===== src/rtl/branch_predictor_unit.sv =====
// ============================================================================
// Module   : branch_predictor_unit
// Brief    : 8-entry direct-mapped bimodal predictor with branch target buffer
//            and saturating statistics counters. Optional tag/valid checking
//            is enabled by defining BPU_TAG_CHECK_EN.
// Revision : 1.0 - initial release
// ============================================================================
`default_nettype none

module branch_predictor_unit #(
  parameter int ENTRIES = 8
) (
  input  logic        clk,
  input  logic        rst_n,
  input  logic [15:0] PC_curr,
  input  logic [15:0] IF_ID_PC_curr,
  input  logic        wen_BHT,
  input  logic        wen_BTB,
  input  logic        actual_taken,
  input  logic [15:0] actual_target,
  input  logic        mispredict,
  output logic        predicted_taken,
  output logic [15:0] predicted_target,
  output logic [15:0] update_count,
  output logic [15:0] mispredict_count
);

  localparam logic [1:0]  CTR_RESET  = 2'b01;
  localparam logic [1:0]  CTR_WEAK_T = 2'b10;
  localparam logic [15:0] STAT_MAX   = 16'hFFFF;

  logic [1:0]  counter [ENTRIES];
  logic [15:0] target  [ENTRIES];

  logic [2:0]  lookup_idx;
  logic [2:0]  update_idx;
  logic [1:0]  update_ctr;
  logic [1:0]  next_ctr;
  logic        lookup_taken;

  assign lookup_idx = PC_curr[3:1];
  assign update_idx = IF_ID_PC_curr[3:1];
  assign update_ctr = counter[update_idx];

`ifdef BPU_TAG_CHECK_EN
  logic        valid [ENTRIES];
  logic [11:0] tag   [ENTRIES];
  logic        lookup_hit;
  logic        update_tag_match;

  assign lookup_hit       = valid[lookup_idx] && (tag[lookup_idx] == PC_curr[15:4]);
  assign update_tag_match = (tag[update_idx] == IF_ID_PC_curr[15:4]);
  assign lookup_taken     = counter[lookup_idx][1] && lookup_hit;
`else
  assign lookup_taken     = counter[lookup_idx][1];
`endif

  // Saturating 2-bit step; with tag checking a foreign entry is re-seeded weak.
  always_comb begin
    next_ctr = update_ctr;
    if (actual_taken) begin
      if (update_ctr != 2'b11) next_ctr = update_ctr + 2'd1;
    end else begin
      if (update_ctr != 2'b00) next_ctr = update_ctr - 2'd1;
    end
`ifdef BPU_TAG_CHECK_EN
    if (!update_tag_match) next_ctr = actual_taken ? CTR_WEAK_T : CTR_RESET;
`endif
  end

  // Lookup reads the registered arrays directly, so same-cycle updates are not bypassed.
  assign predicted_taken  = lookup_taken;
  assign predicted_target = lookup_taken ? target[lookup_idx] : 16'h0000;

  always_ff @(posedge clk) begin
    if (!rst_n) begin
      for (int i = 0; i < ENTRIES; i++) begin
        counter[i] <= CTR_RESET;
        target[i]  <= 16'h0000;
      end
    end else begin
      if (wen_BHT) counter[update_idx] <= next_ctr;
      if (wen_BTB) target[update_idx]  <= actual_target;
    end
  end

`ifdef BPU_TAG_CHECK_EN
  always_ff @(posedge clk) begin
    if (!rst_n) begin
      for (int i = 0; i < ENTRIES; i++) begin
        valid[i] <= 1'b0;
        tag[i]   <= 12'h000;
      end
    end else if (wen_BTB) begin
      valid[update_idx] <= 1'b1;
      tag[update_idx]   <= IF_ID_PC_curr[15:4];
    end
  end
`endif

  always_ff @(posedge clk) begin
    if (!rst_n) begin
      update_count     <= 16'h0000;
      mispredict_count <= 16'h0000;
    end else begin
      if (wen_BHT && (update_count != STAT_MAX))
        update_count <= update_count + 16'd1;
      if (mispredict && (mispredict_count != STAT_MAX))
        mispredict_count <= mispredict_count + 16'd1;
    end
  end

endmodule

`default_nettype wire


===== config.mk =====
export PLATFORM = sky130hd
export DESIGN_NAME = branch_predictor_unit
export DESIGN_NICKNAME = d
export VERILOG_FILES = /design/src/rtl/branch_predictor_unit.sv
export SDC_FILE = /design/constraint.sdc
export NUM_CORES = 1
export LEC_CHECK = 0
export CORE_ASPECT_RATIO = 0.9
export CORE_MARGIN = 4
export CORE_UTILIZATION = 55
export DETAILED_ROUTE_END_ITERATION = 7
export GPL_ROUTABILITY_DRIVEN = 1
export PLACE_DENSITY = 0.85
export SLEW_MARGIN = 20
export SYNTH_ARGS = -nofsm -noshare
export SYNTH_HDL_FRONTEND = slang
export SYNTH_SLANG_ARGS = --single-unit

===== constraint.sdc =====
create_clock -name clk -period 3.6 [get_ports clk]
set_input_delay 0.36 -clock clk [delete_from_list [all_inputs] [get_ports clk]]
set_output_delay 0.36 -clock clk [all_outputs]
set_load 0.03 [all_outputs]

# Yosys cells after proc, flatten, opt, wreduce, memory -nomap -nowiden
# Memories as Yosys holds them, arrays and structs flattened.
# Index checks and enable logic that the tools add are counted.
[op_classes]
addsub = 4
n_eq_ne = 3
mux = 17
n_reduce_logical = 5
[ops]
columns = ["cell", "count"]
rows = [
  ["16-bit by 1-bit adder with 16-bit output, second input constant", 2],
  ["16-bit two-way mux", 2],
  ["16-bit inequality test, second input constant", 2],
  ["16-bit OR reduction", 1],
  ["1-bit two-way mux", 9],
  ["2-bit two-way mux", 4],
  ["3-bit two-way mux", 2],
  ["2-bit by 1-bit adder with 2-bit output, second input constant", 1],
  ["1-bit logical AND", 2],
  ["2-bit inequality test, second input constant", 1],
  ["2-bit nonzero test", 1],
  ["2-bit OR reduction", 1],
  ["2-bit by 1-bit subtractor with 2-bit output, second input constant", 1],
]
[word_totals]
reg_bits = 32
ram_bits = 144
in_bits = 54
output_inout_bits = 49
elab_cells = 33
memories = 2
[memory_table]
columns = ["name", "words", "width", "read_ports", "rd_clocked_by_memory_dff", "wr", "line_no", "rtl"]
rows = [
  ["target", 8, 16, 1, 0, 8, "33", "logic [15:0] target [ENTRIES];"],
  ["counter", 8, 2, 2, 0, 8, "32", "logic [1:0] counter [ENTRIES];"],
]

# Logic depth before layout (Yosys ltp)
[depth]
ltp_word = 5
mapped_depth = 7
depth_no_buf = 6

# Least setup slack after synthesis
# Ideal clock, no wire load.
[synth_path]
path_kind = "in2reg"
start = "in IF_ID_PC_curr[3]"
end = "mem target[1][0] (enable)"
setup_time_ns = 0.411
arrival_ns = 1.986
t_required_ns = 3.189
slack_ns = 1.203
stages = 4
n_path_buf = 1
cell_sequence = "buf_4 -> inv_1 -> nand3_1 -> o21ai_0"
[synth_lines]
columns = ["item", "line_no", "rtl"]
rows = [
  ["start: declaration", "16", "input logic [15:0] IF_ID_PC_curr,"],
  ["end: declaration", "33", ""],
]

# Worst setup path after layout
[layout_path]
start = "in PC_curr[2]"
end = "out predicted_target[7]"
[layout_between]
elab_chain_len = 2
word_cells_on_any_way = 3
classes_between = "mux (1); memory (2)"
[layout_rtl]
columns = ["item", "line_no", "rtl"]
rows = [
  ["start: declaration", "15", "input logic [15:0] PC_curr,"],
  ["memory read 8 x 16 bit / memory read 8 x 2 bit (equally long branches)", "--", ""],
  ["16-bit two-way mux (*)", "73", "assign predicted_target = lookup_taken ? target[lookup_idx] : 16'h0000;"],
  ["end: declaration", "23", "output logic [15:0] predicted_target,"],
]
# Every way passes the cells marked *; elsewhere a longest branch is shown, timed or not.

==> metrics.txt <==
# nets final 772; ANT nets after route 0; Port-buffer cells 76; sw frac 24.3%; internal power 3.47 mW; DP Wirelength 11800 um; largest net degree at the start of global routing 43; CTS buffer count 17; Slew HR 29.9%; Setup crit start kind primary input; Place WS 0.445 ns; Slowest-stage cell, CP clkdlybuf4s50_1; Most used DFF post-synth edfxtp_1; worst slew pin tran 1.05 ns; Cell variety after synth 51; Placer Congestion 0.861; clock sink total 176; DR iter-0 viols 465; # Max-Cap Violations 0; drt pass-1 iters 8; EDFF count, synth 144; CTS max path bufs 2; Crit. End Element primary output; CP Cell Sequence clkdlybuf4s50_1, mux4_2, mux2i_2, buf_4, nor2_1, clkdlybuf4s50_1; Crit path max-delay family buffers and inverters; Rows 42; worst-path fanout max 17; Avg Cell Area, Syn 13.2 sq um; TritonCTS clock tree done; syn nets 691; Routed wire per std cell 20.0 um; crit path DAT 2.85 ns; most frequent cell after synthesis and2_1; Sw Pwr 1.12 mW; grt ovf 0; critical path data required time 3.24 ns; leakage power 3.53 nW; core area 14800 sq um; initial antenna violation count 0; crit path kind primary input to primary output; antenna cells 0; setup TNS 0 ns; # IOs 103; via count 5514; CP max stage delay 0.86 ns; vias in the first global route 5594; Synth-to-Final Area Change 19.1%; Mapped Cells 635; most used cell, CP clkdlybuf4s50_1; max-slew violation count 0; largest cells by area after synthesis edfxtp_1 (52%), and2_1 (12%), mux4_2 (9.1%), dfxtp_1 (7.6%), mux2i_1 (2.6%); Reg clk slew, reported paths 0.07 ns; synth cell count leaders and2_1 (157), edfxtp_1 (144), nor2_1 (38); Die ar. 17300 sq um; #FFs+latches synth 176; Final Util 67.3%; DIE HEIGHT 125 um; DRT Wirelength 18600 um; wire length of the first global-routing pass 29500 um; Tmin final 3.21 ns; Peak Freq 312 MHz; Comb power frac 10.0%; Max IR drop VDD 0.410 mV; H-tree levels 4; final hold violation count 0; Post-Syn Area 8380 sq um; Initial Utilization 56.5%; final setup vio count 0; Final period util 89.1%; cts hold-fix bufs 0; pwr dens 460 nW/um^2; Root Buffer clkbuf_16; Setup Buffers After CTS 0; clock latency on the worst-skew pair 0.44 ns; post-route setup slack 0.394 ns; total power 4.59 mW; DR DRC count 0; largest area contributor in the synthesized netlist edfxtp_1; Total Routing Usage GR 22.0%; Buf+Inv Stages, Crit Path 3; clk_skew 0.00775 ns; share of layout cells above drive strength 1 13.7%; vias per cell 5.95; post-synthesis sequential area ratio 59.3%; FFs w/ async S/R, synth 0%; HP Class flip-flop to flip-flop; Post-CTS Resized 0; chip width 138 um; warnings from Yosys 0; Synth top area share 51.6%; RSZ-0062 raised after global routing no; Hold Slack 0.575 ns; clock share of power 39.2%; status completed; Seq pwr share 50.8%
registers in the layout (all words and copies together), names as in the netlist:
signal / cells
mispredict_count: 16
counter: 16
update_count: 16
target: 128
metrics by stage:
step,cell area (sq um),cells
after global routing,9980,927
final,9980,927
after CTS,9970,927
after global placement,9400,895
after detailed placement,9400,895
after floorplan,8380,635
cells in the final DEF, fill, tap and decap left out, drive strengths merged, types with 2 or more instances in the layout:
cell type and n:
a31o 2, xnor2 20, clkdlybuf4s50 74, ha 2, xor2 6, buf 20
nand2 26, clkbuf 18, nand3 10, nand4 12, mux2i 23, o21ai 14
and2 157, and4 3, edfxtp 144, o211ai 4, nand3b 2, nor3 5
nor2b 5, clkinv 2, nand2b 4, o2111ai 3, o31ai 2, mux4 34
a211oi 3, dfxtp 32, and3 6, a21oi 18, nor4 8, inv 14
o211a 2, nor2 38
power by group through the flow:
| stage | combinational, mW | clock, mW | sequential (mW) |
|---|---|---|---|
| floorplan | 0.274 | 0 | 2.38 |
| global placement | 0.444 | 0 | 2.37 |
| detailed placement | 0.457 | 0 | 2.38 |
| CTS | 0.460 | 1.82 | 2.33 |
| global route | 0.491 | 1.91 | 2.34 |
| finish | 0.459 | 1.80 | 2.33 |
worst reg2reg max path, stage by stage, from the launching register on:
cell and delay, ns:
edfxtp_1 0.34, nor2b_1 0.12, o21ai_0 0.10, a21oi_1 0.84
o21ai_1 0.42, a21oi_1 0.27
layer usage:
metal	share of wire (%)	wire length [um]	global-route usage, %	vias up
li1	-	-	-	2519
met3	7.0	1290	5.38	34
met5	0	0	0	-
met2	51	9390	37.1	218
met4	1.8	331	8.02	0
met1	41	7570	27.8	2743
kinds of logic (layout without fill, tap and decap cells):
family,after synthesis,count (layout),share of synthesized area [%]
multiplexers,58,58,12.1
adder cells (fa/ha/maj),2,2,0.299
XOR/XNOR,26,26,2.72
AND/OR/NAND/NOR,281,281,19.1
buffers and inverters,36,130,1.88
flip-flops,176,176,59.3
AO/OA/AOI/OAI,56,56,4.70
path summary, 6_finish.rpt:
kind	from	end	slack, ns	cells past startpoint
hold / removal	update_count[1]	update_count[1]	0.57	2
hold reg to reg	update_count[1]	update_count[1]	0.57	2
setup reg to reg	counter[2][1]	counter[0][1]	1.35	5
setup / recovery	PC_curr[2]	predicted_target[7]	0.39	6
layout make-up:
type	count	area (sq um)
inverters	4	15.0
repair buffers	94	913
flip-flops and latches	176	4960
multi-input cells	423	3270
fillers	1037	4840
clock inverters	14	140
well taps	198	248
clock buffers	18	429
(Power assumes the default switching activity.)
